## src/rtl/gravity_step_sequencer_if.sv

```systemverilog
// Bus between the gravity step sequencer, the shared force calculator and the register bank.
// The sequencer takes the slave modport; the simulator side takes the master modport.
interface gravity_step_sequencer_if #(
  parameter int IDX_W   = 3,
  parameter int FORCE_W = 14
);
  logic               step_tick;
  logic [FORCE_W-1:0] x_force_in;
  logic [FORCE_W-1:0] y_force_in;
  logic [IDX_W-1:0]   obj_sel;
  logic [IDX_W-1:0]   other_sel;
  logic [FORCE_W-1:0] acc_x;
  logic [FORCE_W-1:0] acc_y;
  logic               commit;
  logic               busy;
  logic               sweep_done;

  modport slave (
    input  step_tick, x_force_in, y_force_in,
    output obj_sel, other_sel, acc_x, acc_y, commit, busy, sweep_done
  );

  modport master (
    output step_tick, x_force_in, y_force_in,
    input  obj_sel, other_sel, acc_x, acc_y, commit, busy, sweep_done
  );
endinterface

```

## src/rtl/gravity_step_sequencer.sv

```systemverilog
// Steps one shared force calculator over every (object, partner) pair.
// Forces are accumulated per object, then committed to the register bank in a single cycle.
module gravity_step_sequencer #(
  parameter int N_OBJ   = 8,
  parameter int IDX_W   = 3,
  parameter int FORCE_W = 14
) (
  input logic clock,
  input logic reset,
  gravity_step_sequencer_if.slave bus
);

  typedef enum logic [1:0] {IDLE, ACCUM, COMMIT} state_t;

  localparam logic [IDX_W-1:0] LAST_IDX = IDX_W'(N_OBJ - 1);

  state_t             state;
  logic               pending;
  logic               self_pair;
  logic [FORCE_W-1:0] x_term;
  logic [FORCE_W-1:0] y_term;

  // An object exerts no force on itself, whatever the calculator reports for that pair.
  assign self_pair = (bus.other_sel == bus.obj_sel);
  assign x_term    = self_pair ? '0 : bus.x_force_in;
  assign y_term    = self_pair ? '0 : bus.y_force_in;

  always_ff @(posedge clock) begin
    if (reset) begin
      state          <= IDLE;
      pending        <= 1'b0;
      bus.obj_sel    <= '0;
      bus.other_sel  <= '0;
      bus.acc_x      <= '0;
      bus.acc_y      <= '0;
      bus.commit     <= 1'b0;
      bus.busy       <= 1'b0;
      bus.sweep_done <= 1'b0;
    end else begin
      bus.commit     <= 1'b0;
      bus.sweep_done <= 1'b0;
      case (state)
        IDLE: begin
          if (bus.step_tick) begin
            state         <= ACCUM;
            bus.busy      <= 1'b1;
            bus.obj_sel   <= '0;
            bus.other_sel <= '0;
            bus.acc_x     <= '0;
            bus.acc_y     <= '0;
          end
        end
        ACCUM: begin
          if (bus.step_tick) pending <= 1'b1;
          bus.acc_x     <= bus.acc_x + x_term;
          bus.acc_y     <= bus.acc_y + y_term;
          bus.other_sel <= bus.other_sel + 1'b1;
          if (bus.other_sel == LAST_IDX) begin
            state          <= COMMIT;
            bus.commit     <= 1'b1;
            bus.sweep_done <= (bus.obj_sel == LAST_IDX);
          end
        end
        COMMIT: begin
          bus.other_sel <= '0;
          bus.acc_x     <= '0;
          bus.acc_y     <= '0;
          if (bus.obj_sel != LAST_IDX) begin
            state       <= ACCUM;
            bus.obj_sel <= bus.obj_sel + 1'b1;
            if (bus.step_tick) pending <= 1'b1;
          end else if (pending || bus.step_tick) begin
            // A tick queued during the sweep, or arriving on its last commit, chains the next sweep.
            state       <= ACCUM;
            bus.obj_sel <= '0;
            pending     <= 1'b0;
          end else begin
            state       <= IDLE;
            bus.obj_sel <= '0;
            bus.busy    <= 1'b0;
          end
        end
        default: state <= IDLE;
      endcase
    end
  end

endmodule

```

## src/flat_wrapper.sv

```systemverilog
// flat-port wrapper written by rule: the top's interface ports become plain ports
module gravity_step_sequencer_flat 
#(
  parameter int N_OBJ   = 8,
  parameter int IDX_W   = 3,
  parameter int FORCE_W = 14
)
  (clock, reset, bus_step_tick, bus_x_force_in, bus_y_force_in, bus_obj_sel, bus_other_sel, bus_acc_x, bus_acc_y, bus_commit, bus_busy, bus_sweep_done);
  gravity_step_sequencer_if #(.IDX_W(IDX_W), .FORCE_W(FORCE_W)) bus_i ();
  input logic clock;
  input logic reset;
  input wire logic [$bits(bus_i.step_tick)-1:0] bus_step_tick;
  input wire logic [$bits(bus_i.x_force_in)-1:0] bus_x_force_in;
  input wire logic [$bits(bus_i.y_force_in)-1:0] bus_y_force_in;
  output wire logic [$bits(bus_i.obj_sel)-1:0] bus_obj_sel;
  output wire logic [$bits(bus_i.other_sel)-1:0] bus_other_sel;
  output wire logic [$bits(bus_i.acc_x)-1:0] bus_acc_x;
  output wire logic [$bits(bus_i.acc_y)-1:0] bus_acc_y;
  output wire logic [$bits(bus_i.commit)-1:0] bus_commit;
  output wire logic [$bits(bus_i.busy)-1:0] bus_busy;
  output wire logic [$bits(bus_i.sweep_done)-1:0] bus_sweep_done;
  assign bus_i.step_tick = bus_step_tick;
  assign bus_i.x_force_in = bus_x_force_in;
  assign bus_i.y_force_in = bus_y_force_in;
  assign bus_obj_sel = bus_i.obj_sel;
  assign bus_other_sel = bus_i.other_sel;
  assign bus_acc_x = bus_i.acc_x;
  assign bus_acc_y = bus_i.acc_y;
  assign bus_commit = bus_i.commit;
  assign bus_busy = bus_i.busy;
  assign bus_sweep_done = bus_i.sweep_done;
  gravity_step_sequencer #(.N_OBJ(N_OBJ), .IDX_W(IDX_W), .FORCE_W(FORCE_W)) u_core (.clock(clock), .reset(reset), .bus(bus_i));
endmodule
```

## config.mk

```make
export PLATFORM = sky130hd
export DESIGN_NAME = gravity_step_sequencer_flat
export DESIGN_NICKNAME = d
export VERILOG_FILES = /design/src/rtl/gravity_step_sequencer_if.sv /design/src/rtl/gravity_step_sequencer.sv /design/src/flat_wrapper.sv
export SDC_FILE = /design/constraint.sdc
export NUM_CORES = 1
export LEC_CHECK = 0
export ABC_AREA = 1
export BUFFER_PORTS_ARGS = -buffer_cell sky130_fd_sc_hd__buf_2
export CAP_MARGIN = 20
export CORE_UTILIZATION = 50
export CTS_BUF_LIST = sky130_fd_sc_hd__clkbuf_4 sky130_fd_sc_hd__clkbuf_8
export DETAILED_ROUTE_END_ITERATION = 8
export PLACE_DENSITY_LB_ADDON = 0.25
export SLEW_MARGIN = 0
export SYNTH_ARGS = -nofsm -noshare
export SYNTH_HDL_FRONTEND = slang
export SYNTH_SLANG_ARGS = --single-unit
```

## constraint.sdc

```tcl
create_clock -name clock -period 3.85 [get_ports clock]
set_input_delay 0.5775 -clock clock [delete_from_list [all_inputs] [get_ports clock]]
set_output_delay 0.5775 -clock clock [all_outputs]
set_load 0.02 [all_outputs]
```

* After elaboration in Yosys (flattened, before gate mapping)
Index checks and enable logic that the tools add are counted.
** Word-level totals
- Bits in registers :: 40
- Input port bits :: 31
- Output and inout port bits :: 37
- Word-level logic and storage cells :: 61
** Operators by class
- $add $sub $neg :: 4
- Eq/ne operators :: 11
- Muxes and demuxes :: 23
- Bitwise logic cells :: 2
- Reductions and logical operators :: 12
** Operators with widths (number)
- $pmux 14 s3 :: 2
- $mux 14 :: 3
- $add 14x14->14 :: 2
- $pmux 3 s3 :: 1
- $mux 1 :: 8
- $reduce_and 2->1 :: 4
- $add 3x1->3 const B :: 2
- $eq 3x3->1 const B :: 2
- $mux 2 :: 3
- $mux 3 :: 2
- $ne 2x2->1 const B :: 3
- $pmux 2 s3 :: 1
- $pmux 3 s2 :: 1
- $pmux 1 s2 :: 2
- $reduce_and 4->1 :: 1
- $reduce_bool 2->1 :: 2
- $eq 3x3->1 :: 1
- $ne 3x1->1 const B :: 1
- $ne 3x3->1 const B :: 1
- $reduce_bool 3->1 :: 1
- $reduce_or 3->1 :: 1
- $eq 2x1->1 const B :: 1
- $eq 2x2->1 const B :: 1
- $logic_not 2->1 :: 1
- other kinds (4) :: 5

* Depth between registers and ports, before layout
Gate-level depths: netlist of the first run.
- Word-level depth :: 4
- Gate-level depth with buffers :: 18
- Mapped depth without buffers :: 17

* Worst setup path after synthesis of the first run
OpenSTA, ideal clock, no wires.
- Kind :: register to register
- From :: register u_core.bus.other_sel[0]
- To :: register u_core.bus.acc_y[8]
- Setup time :: 0.132 ns
- Arrival :: 2.411 ns
- Required time :: 3.718 ns
- Slack :: 1.307 ns
- Cell stages (with the launch flop) :: 16
- Buffers on the path :: 1
- Period minus slack after synthesis :: 2.543 ns
- Cell sequence :: dfxtp_1 -> inv_1 -> nand2_1 -> nand2_1 -> nand3_2 -> inv_1 -> buf_2 -> nor2_1 -> ha_1 -> inv_1 -> fa_1 -> o21ai_2 -> a21oi_1 -> or2_2 -> nand3_1 -> a21oi_1
** Between the ends
- Cells in the longest elaborated chain, start to end :: 4
** RTL lines
- start, declared :: RTL line gravity_step_sequencer_if.sv:20 : output obj_sel, other_sel, acc_x, acc_y, commit, busy, sweep_done
- start signal, assigned :: RTL line gravity_step_sequencer.sv:57 : bus.other_sel <= bus.other_sel + 1'b1;
- $eq 3x3->1 :: RTL line gravity_step_sequencer.sv:24 : assign self_pair = (bus.other_sel == bus.obj_sel);
- $mux 14 :: RTL line gravity_step_sequencer.sv:26 : assign y_term = self_pair ? '0 : bus.y_force_in;
- $add 14x14->14 :: RTL line gravity_step_sequencer.sv:56 : bus.acc_y <= bus.acc_y + y_term;
- $pmux 14 s3 :: RTL line gravity_step_sequencer.sv:42 : case (state)
- end signal, assigned :: RTL line gravity_step_sequencer.sv:56
- end, declared :: RTL line gravity_step_sequencer_if.sv:20
No other way between the ends.
A chain may end at the register's enable or synchronous reset.

* Worst setup path in the final report of the first run
Ends and elaborated chain as after synthesis.

==> summary.txt, run 1 <==
Floorplanning
  – Row cnt: 29
  – Die Wd: 83.59 um
  – Core Box Area: 6386 um^2
  – Die Y: 83.59 um
  – Top Ports: 68
  – Initial Util: between 50% and 60%
  – Die area: between 6000 and 7000 um^2

Critical path
  – CP startpoint: u_core.bus.other_sel[0]
  – Worst path max stage delay: 0.42 ns
  – Worst path slowest cell: fa_1
  – Required time of the critical path: 4.00 ns
  – Worst path most repeated cell: inv_1
  – Worst Path Class, Setup: register to register
  – Critical Path Sink Type: register
  – Worst reg-to-reg path cell count: 14
  – CP Cell Sequence: inv_1, nand2_1, nand2_1, nand3_2, inv_1, nor2_1, ha_1, inv_1, fa_1, o21ai_2, a21oi_1, or2_2, nand3_1, a21oi_1
  – WP data arrival: between 3 and 4 ns
  – CP top delay family: simple AND/OR/NAND/NOR gates
  – Crit path max fanout: 24
  – FF-to-FF Start: u_core.bus.other_sel[0]
  – Crit Reg-Reg Endpoint: u_core.bus.acc_y[8]
  – Startpoint Class: register
  – Setup slack, reg-to-reg: around 0.82 ns
  – WP buf/inv: 3

Synthesis
  – Simple-gate share of the synthesized area: 35.49%
  – Cells taking the most area after synthesis: dfxtp_1 (24%), nand2_1 (16%), ha_1 (13%)
  – Adder and majority cell fraction of the synthesized area: 13.98%
  – Synth warn: 0
  – Most frequent cells after synthesis: nand2_1 (146), inv_1 (93), nor2_1 (58)
  – Main synth FF type: dfxtp_1
  – Post-Syn Instances: 540
  – Largest family of logic cells by synthesized area: simple AND/OR/NAND/NOR gates
  – Area of the mapped netlist: ~3300 um^2
  – Mux cell area share after synthesis: 0%
  – Largest area contributor in the netlist: dfxtp_1
  – Synth top area share: between 20 and 25%
  – Compound-gate portion of the synthesized area: 13.57%
  – Ys async rst share: 0%
  – Post-Synth XOR/XNOR Area: less than 1%
  – Post-synth cell types: 34
  – Syn avg cell area: around 6 um^2
  – Most frequent cell after synthesis: nand2_1
  – Syn_nets: 607
  – Register area share after synthesis: 24.06%
  – Post-synth EDFFs: 0
  – Synth Register Bits: 40

Power
  – Max VDD drop: 0.0003508 V
  – Pwr Density: 555.8 nW/um^2
  – Leakage power: ~2.1 nW

Global routing
  – Total track usage: a little under a quarter
  – GRT overflow: 0
  – Maximum number of pins on one net before global-route repair: 40
  – Vias in the first global route: 3,314
  – Initial antenna violation count: 0
  – First-pass GRT wire length: 14,000 um

Routing
  – Antenna viol nets, final: 0
  – Routed length per placed instance: 12.13 um
  – Vias: 3,564
  – DR DRC count: 0
  – Detailed Route WL: 8262 um
  – Initial DRC Count: roughly 120
  – Vias/cell: 5.233
  – Initial DRT Pass Iterations: 5

Clocking
  – Post-CTS Setup Inserts: 0
  – H-tree depth: 2
  – TritonCTS clock tree: built
  – CTS buffer count: 5
  – Clock Sinks: 40
  – Clk root buf: clkbuf_8
  – Post-cts resize count: 0
  – CTS Hold Bufs: 0
  – Clock Latency Late Sink: 0.30 ns
  – Clock transition at path regs: 0.09 ns
  – Clock Path Buffers: 2

Outcome
  – Outcome: finished clean

Timing
  – Min cycle time layout: 3.027 ns
  – Final Hold Slack: 0.4597 ns
  – Final clock skew: 0.003548 ns
  – Final period util: 78.61%
  – Endpoints failing setup: 0
  – Worst-Margin Slew: 0.8565 ns
  – Highest clock rate: 330.4 MHz
  – Final worst slack: 0.8234 ns
  – Final hold vios: 0
  – RSZ-0062 raised after global routing: false
  – Max-slew headroom: between 40% and 50%
  – Final Max Tran Viols: 0
  – Setup TNS: 0 ns

Flow run
  – Max cap viols: 0

Cells and area
  – Diode count: 0
  – Final nets: 670
  – P&R area growth vs syn: 14.51%
  – Proportion of layout cells with a drive suffix above 1: 14.74%
  – Post-layout util: 59.68%
  – Filler instances: 657

Place
  – Pre-CTS WS: roughly 0.90 ns
  – Routability Congestion: about 0.94
  – HPWL after detailed placement: ~6200 um
  – IO Port Bufs: 67

Min path
  – Min-Delay Path Depth: 2
  – Endpoint, Worst Hold: u_core.bus.busy
  – Hold Crit Class: register to register
  – HP Start: u_core.bus.busy
==> how the worst max path moves through the flow <==
stage                                      end  slack (ns)  depth (start not counted)
final                      u_core.bus.acc_y[8]        0.82                         14
after global routing      u_core.bus.acc_x[13]        0.57                         15
after CTS                  u_core.bus.acc_y[8]        0.86                         14
after detailed placement   u_core.bus.acc_y[8]        0.90                         14
after global placement     u_core.bus.acc_y[8]        0.95                         14
after floorplan            u_core.bus.acc_y[8]        1.31                         15
==> through the flow <==
step	instances	total power, mW	instance area (um^2)
2_1_floorplan	540	1.488	3328
3_3_place_gp	673	1.708	3696
3_5_place_dp	673	1.748	3696
4_1_cts	681	2.123	3811
5_1_grt	681	2.313	3811
6_report	681	2.118	3811
==> worst register-to-register path: cells and delay by family (launching register included) <==
kind,cells,cell delay (ns)
simple gates,6,0.86
fa+ha+maj,2,0.63
buf+inv,3,0.55
flops,1,0.41
compound gates,3,0.43
==> layout make-up <==
type                            count  area [um^2]  area share (%)
Multi-Input combinational cell    394         2107           55.29
Inverter                           95        356.6           9.357
Tap cell                           77        96.34           2.528
Sequential cell                    40        800.8           21.01
Clock inverter                      3        46.29           1.215
Clock buffer                        5        68.82           1.806
Timing Repair Buffer               67        335.3           8.798
==> layout by cell type (no fill, tap or decap), types with 2 or more instances in the layout <==
| cell | instances |
|---|---|
| fa_1 | 2 |
| inv_1 | 93 |
| and2_1 | 3 |
| a21o_1 | 5 |
| o22ai_1 | 2 |
| a211oi_1 | 2 |
| nor3_1 | 3 |
| ha_1 | 34 |
| nand2_1 | 146 |
| nor2_1 | 58 |
| inv_2 | 2 |
| a21oi_1 | 53 |
| dfxtp_1 | 40 |
| nand3_1 | 44 |
| o21bai_1 | 3 |
| nand3b_1 | 2 |
| nand4_1 | 7 |
| clkbuf_8 | 5 |
| buf_2 | 67 |
| o21ai_0 | 10 |
| a31oi_1 | 3 |
| nor2_4 | 2 |
| o21ai_2 | 2 |
| or2_2 | 6 |
==> flip-flops by register name (all words and copies together), names as in the netlist, 2 cells and up <==
signal	cells
u_core.bus.acc_x	14
u_core.bus.acc_y	14
u_core.bus.obj_sel	3
u_core.bus.other_sel	3
u_core.state	2
==> kinds of logic after synthesis <==
| logic type | count (synthesis) |
|---|---|
| AOI/OAI and AO/OA | 82 |
| xor gates and xnor gates | 1 |
| adders and majority gates | 36 |
| buffers and inverters | 106 |
| DFF | 40 |
| and+or+nand+nor | 275 |
==> power breakdown <==
part / internal, mW / total (mW) / leakage, nW / switching [mW]
registers: 0.475 / 0.527 / 0.324 / 0.0524
clock network: 0.196 / 0.368 / 0.0548 / 0.173
logic: 0.392 / 1.22 / 1.75 / 0.831
total: 1.06 / 2.12 / 2.13 / 1.06
==> per-layer routing <==
metal  part of all wire (%)  global-route usage (%)  up-vias
li1                       -                       -     1844
met1                     45                   28.42     1600
met2                     48                   42.35      103
met3                    5.4                   4.451       17
met4                    2.0                   9.707        0
met5                      0                       0        -
Note: power is estimated with default switching activity, not from simulation.
==> inputs of run 2 (changes only) <==
--- a/config.mk
+++ b/config.mk
@@ -5,7 +5,7 @@
 export SDC_FILE = /design/constraint.sdc
 export NUM_CORES = 1
 export LEC_CHECK = 0
-export ABC_AREA = 1
+export ABC_AREA = 0
 export BUFFER_PORTS_ARGS = -buffer_cell sky130_fd_sc_hd__buf_2
 export CAP_MARGIN = 20
 export CORE_UTILIZATION = 50
==> constraint.sdc (replaced) <==
create_clock -name clock -period 3.05 [get_ports clock]
set_input_delay 0.4575 -clock clock [delete_from_list [all_inputs] [get_ports clock]]
set_output_delay 0.4575 -clock clock [all_outputs]
set_load 0.02 [all_outputs]
==> run 2 against run 1 <==
Clock power grew 5%. Wire length fell by 17%. Cell count shrank 25%. Register-to-register slack worse by 0.56 ns. Maximum frequency grew 8.7%. Combinational power decreased by 79%. Design area down 8.0%. Setup slack lost 0.56 ns. Die area is 9.7% lower. Largest cell class unchanged.
==> summary.txt, run 2 <==
Floorplanning
  – Core Box Area: 5642 um^2 (-12%)
  – Initial Util: 53.12% (+1.0 points)
  – Row cnt: 27 (-6.9%)
  – Die Wd: 79.42 um (-5.0%)
  – Top Ports: 68 (unchanged)
  – Die Y: 79.42 um (-5.0%)
  – Die area: 6307 um^2 (-9.7%)

Timing
  – Final period util: 91.25% (+13 points)
  – Final worst slack: 0.2669 ns (-0.5566 ns)
  – Max-slew headroom: 55.46% (+13 points)
  – Final hold vios: 0 (unchanged)
  – Final Max Tran Viols: 0 (unchanged)
  – Setup TNS: 0 ns (unchanged)
  – RSZ-0062 raised after global routing: false
  – Min cycle time layout: 2.783 ns (-0.2434 ns)
  – Final clock skew: 0.005062 ns (+0.001514 ns)
  – Final Hold Slack: 0.4717 ns (+0.01204 ns)
  – Endpoints failing setup: 0 (unchanged)
  – Worst-Margin Slew: 0.6681 ns (-0.1884 ns)
  – Highest clock rate: 359.3 MHz (+8.7%)

Synthesis
  – Synth top area share: 26.72% (+2.7 points)
  – Syn avg cell area: 8.121 um^2 (+32%)
  – Main synth FF type: dfxtp_1
  – Post-synth cell types: 62 (+82%)
  – Area of the mapped netlist: 2997 um^2 (-10%)
  – Compound-gate portion of the synthesized area: 22.88% (+9.3 points)
  – Adder and majority cell fraction of the synthesized area: 15.53% (+1.5 points)
  – Cells taking the most area after synthesis: dfxtp_1 (27%), ha_1 (14%), a21oi_1 (6.3%)
  – Register area share after synthesis: 26.72% (+2.7 points)
  – Mux cell area share after synthesis: 0.6681% (+0.67 points)
  – Synth warn: 0 (unchanged)
  – Synth Register Bits: 40 (unchanged)
  – Post-synth EDFFs: 0 (unchanged)
  – Simple-gate share of the synthesized area: 25.68% (-9.8 points)
  – Syn_nets: 436 (-28%)
  – Most frequent cells after synthesis: nand2_1 (48), dfxtp_1 (40), a21oi_1 (38)
  – Most frequent cell after synthesis: nand2_1
  – Post-Syn Instances: 369 (-32%)
  – Largest area contributor in the netlist: dfxtp_1
  – Ys async rst share: 0% (unchanged)
  – Post-Synth XOR/XNOR Area: 4.969% (+4.7 points)
  – Largest family of logic cells by synthesized area: simple AND/OR/NAND/NOR gates

Clocking
  – CTS Hold Bufs: 0 (unchanged)
  – Clock Sinks: 40 (unchanged)
  – Post-CTS Setup Inserts: 0 (unchanged)
  – CTS buffer count: 5 (unchanged)
  – Clk root buf: clkbuf_8
  – TritonCTS clock tree: built
  – Clock Path Buffers: 2 (unchanged)
  – H-tree depth: 2 (unchanged)
  – Clock transition at path regs: 0.07 ns (-0.02 ns)
  – Post-cts resize count: 0 (unchanged)
  – Clock Latency Late Sink: 0.29 ns (about the same)

Critical path
  – Crit path max fanout: 10 (-58%)
  – Worst Path Class, Setup: register to register
  – WP data arrival: 2.96 ns (-0.22 ns)
  – Worst path slowest cell: dfxtp_1
  – Startpoint Class: register
  – Worst path max stage delay: 0.42 ns (about the same)
  – CP Cell Sequence: xnor2_1, nand3_1, buf_4, and2_1, ha_1, inv_1, fa_1, nor2b_1, o31ai_2, a31oi_1, or3_1, a32o_1
  – Critical Path Sink Type: register
  – Worst reg-to-reg path cell count: 12 (-2)
  – Required time of the critical path: 3.23 ns (-0.77 ns)

Flow run
  – Max cap viols: 0 (unchanged)

Place
  – HPWL after detailed placement: 5102 um (-18%)
  – IO Port Bufs: 67 (unchanged)
  – Pre-CTS WS: 0.2767 ns (-0.6205 ns)
  – Routability Congestion: 0.8539 (-9.0%)

Cells and area
  – Proportion of layout cells with a drive suffix above 1: 22.48% (+7.7 points)
  – Reg area: 800.8 um^2 (unchanged)
  – Most common cell after layout, fill and taps aside: buf_2
  – Final nets: 502 (-25%)
  – Largest regs: u_core.bus.acc_x: 14 flops, u_core.bus.acc_y: 14 flops
  – P&R area growth vs syn: 17.04%
  – Multi-input gate area: 2090 um^2 (-0.83%)
  – Most frequent cells in the layout: buf_2 (67), nand2_1 (48), dfxtp_1 (40)
  – Diode count: 0 (unchanged)
  – Filler instances: 526 (-20%)

Power
  – Max VDD drop: 0.0002440 V (-30%)
  – Leakage power: 1.693 nW (-21%)
  – Pwr Density: 340.0 nW/um^2 (-39%)

Routing
  – Antenna viol nets, final: 0 (unchanged)
  – Vias/cell: 5.533 (+5.7%)
  – DR DRC count: 0 (unchanged)
  – Detailed Route WL: 6897 um (-17%)
  – Initial DRC Count: 138 (+18%)
  – Routed length per placed instance: 13.58 um (+12%)
  – Initial DRT Pass Iterations: 5 (unchanged)
  – Vias: 2,811 (-21%)

Global routing
  – Total track usage: 23.30% (-0.67 points)
  – Initial antenna violation count: 0 (unchanged)
  – First-pass GRT wire length: 11,740 um (-16%)
  – Maximum number of pins on one net before global-route repair: 26 (-35%)
  – GRT overflow: 0 (unchanged)
  – Vias in the first global route: 2,622 (-21%)

Outcome
  – Outcome: finished clean

Min path
  – Min-Delay Path Depth: 2 (unchanged)
  – Hold Crit Class: register to register
==> run 2: cell count changes in the layout (fill, tap and decap cells not counted), moves of 5 or more <==
| cell | delta |
|---|---|
| nand2_1 | -98 |
| inv_1 | -79 |
| nor2_1 | -39 |
| nand3_1 | -29 |
| and2_1 | +23 |
| a21oi_1 | -15 |
| xnor2_1 | +10 |
| o21ai_0 | +7 |
| xor2_1 | +6 |
| or2_2 | -5 |
==> run 2: area by class of cell <==
| class | count | area share [%] |
|---|---|---|
| Clock buffer | 8 | 2.783 |
| Inverter | 14 | 1.498 |
| Multi-Input combinational cell | 302 | 59.58 |
| Sequential cell | 40 | 22.83 |
| Tap cell | 72 | 2.569 |
| Timing Repair Buffer | 72 | 10.74 |
==> run 2: per-layer routing <==
metal  part of all wire (%)  routed length, um  track usage, %  vias to the layer above
met3                    4.1                286           3.200                        5
met4                   0.70                 48           5.455                        0
met1                     47               3271           29.09                     1283
met5                      0                  0               0                        -
li1                       -                  -               -                     1449
met2                     48               3289           41.98                       74
==> run 2: worst paths after layout <==
kind | startpoint | to | slack [ns]
hold reg to reg | u_core.bus.acc_y[0] | u_core.bus.acc_y[0] | 0.47
setup reg to reg | u_core.bus.obj_sel[0] | u_core.bus.acc_x[8] | 0.27
setup / recovery | u_core.bus.obj_sel[0] | u_core.bus.acc_x[8] | 0.27
hold / removal | u_core.bus.acc_y[0] | u_core.bus.acc_y[0] | 0.47
==> run 2: cells by family (layout without fill, tap and decap cells) <==
| family | Yosys count | count (layout) |
|---|---|---|
| xor+xnor | 17 | 17 |
| fa+ha+maj | 36 | 36 |
| flops | 40 | 40 |
| simple gates | 147 | 147 |
| buf+inv | 27 | 94 |
| compound gates | 100 | 100 |
| mux | 2 | 2 |
==> run 2: report_power, final <==
part	switching (mW)	internal (mW)
sequential	0.0139	0.538
clock	0.183	0.203
combinational	0.154	0.101
total	0.351	0.841
==> run 2: stage by stage <==
stage | std cells | power, mW | util [%] | instance area (um^2)
CTS | 507 | 1.209 | 61.97 | 3496
global placement | 499 | 0.8130 | 60.24 | 3398
detailed placement | 499 | 0.8161 | 60.24 | 3398
floorplan | 369 | 0.7404 | - | 2997
global route | 508 | 1.259 | 62.16 | 3507
finish | 508 | 1.192 | 62.16 | 3507
==> run 2: worst max-delay path, delay by kind of cell, from the launching register on <==
family / cells / cell delay (ns)
buffers and inverters: 2 / 0.26
adder cells (fa/ha/maj): 2 / 0.43
flip-flops: 1 / 0.42
XOR/XNOR: 1 / 0.14
AO/OA/AOI/OAI: 3 / 0.73
AND/OR/NAND/NOR: 4 / 0.70
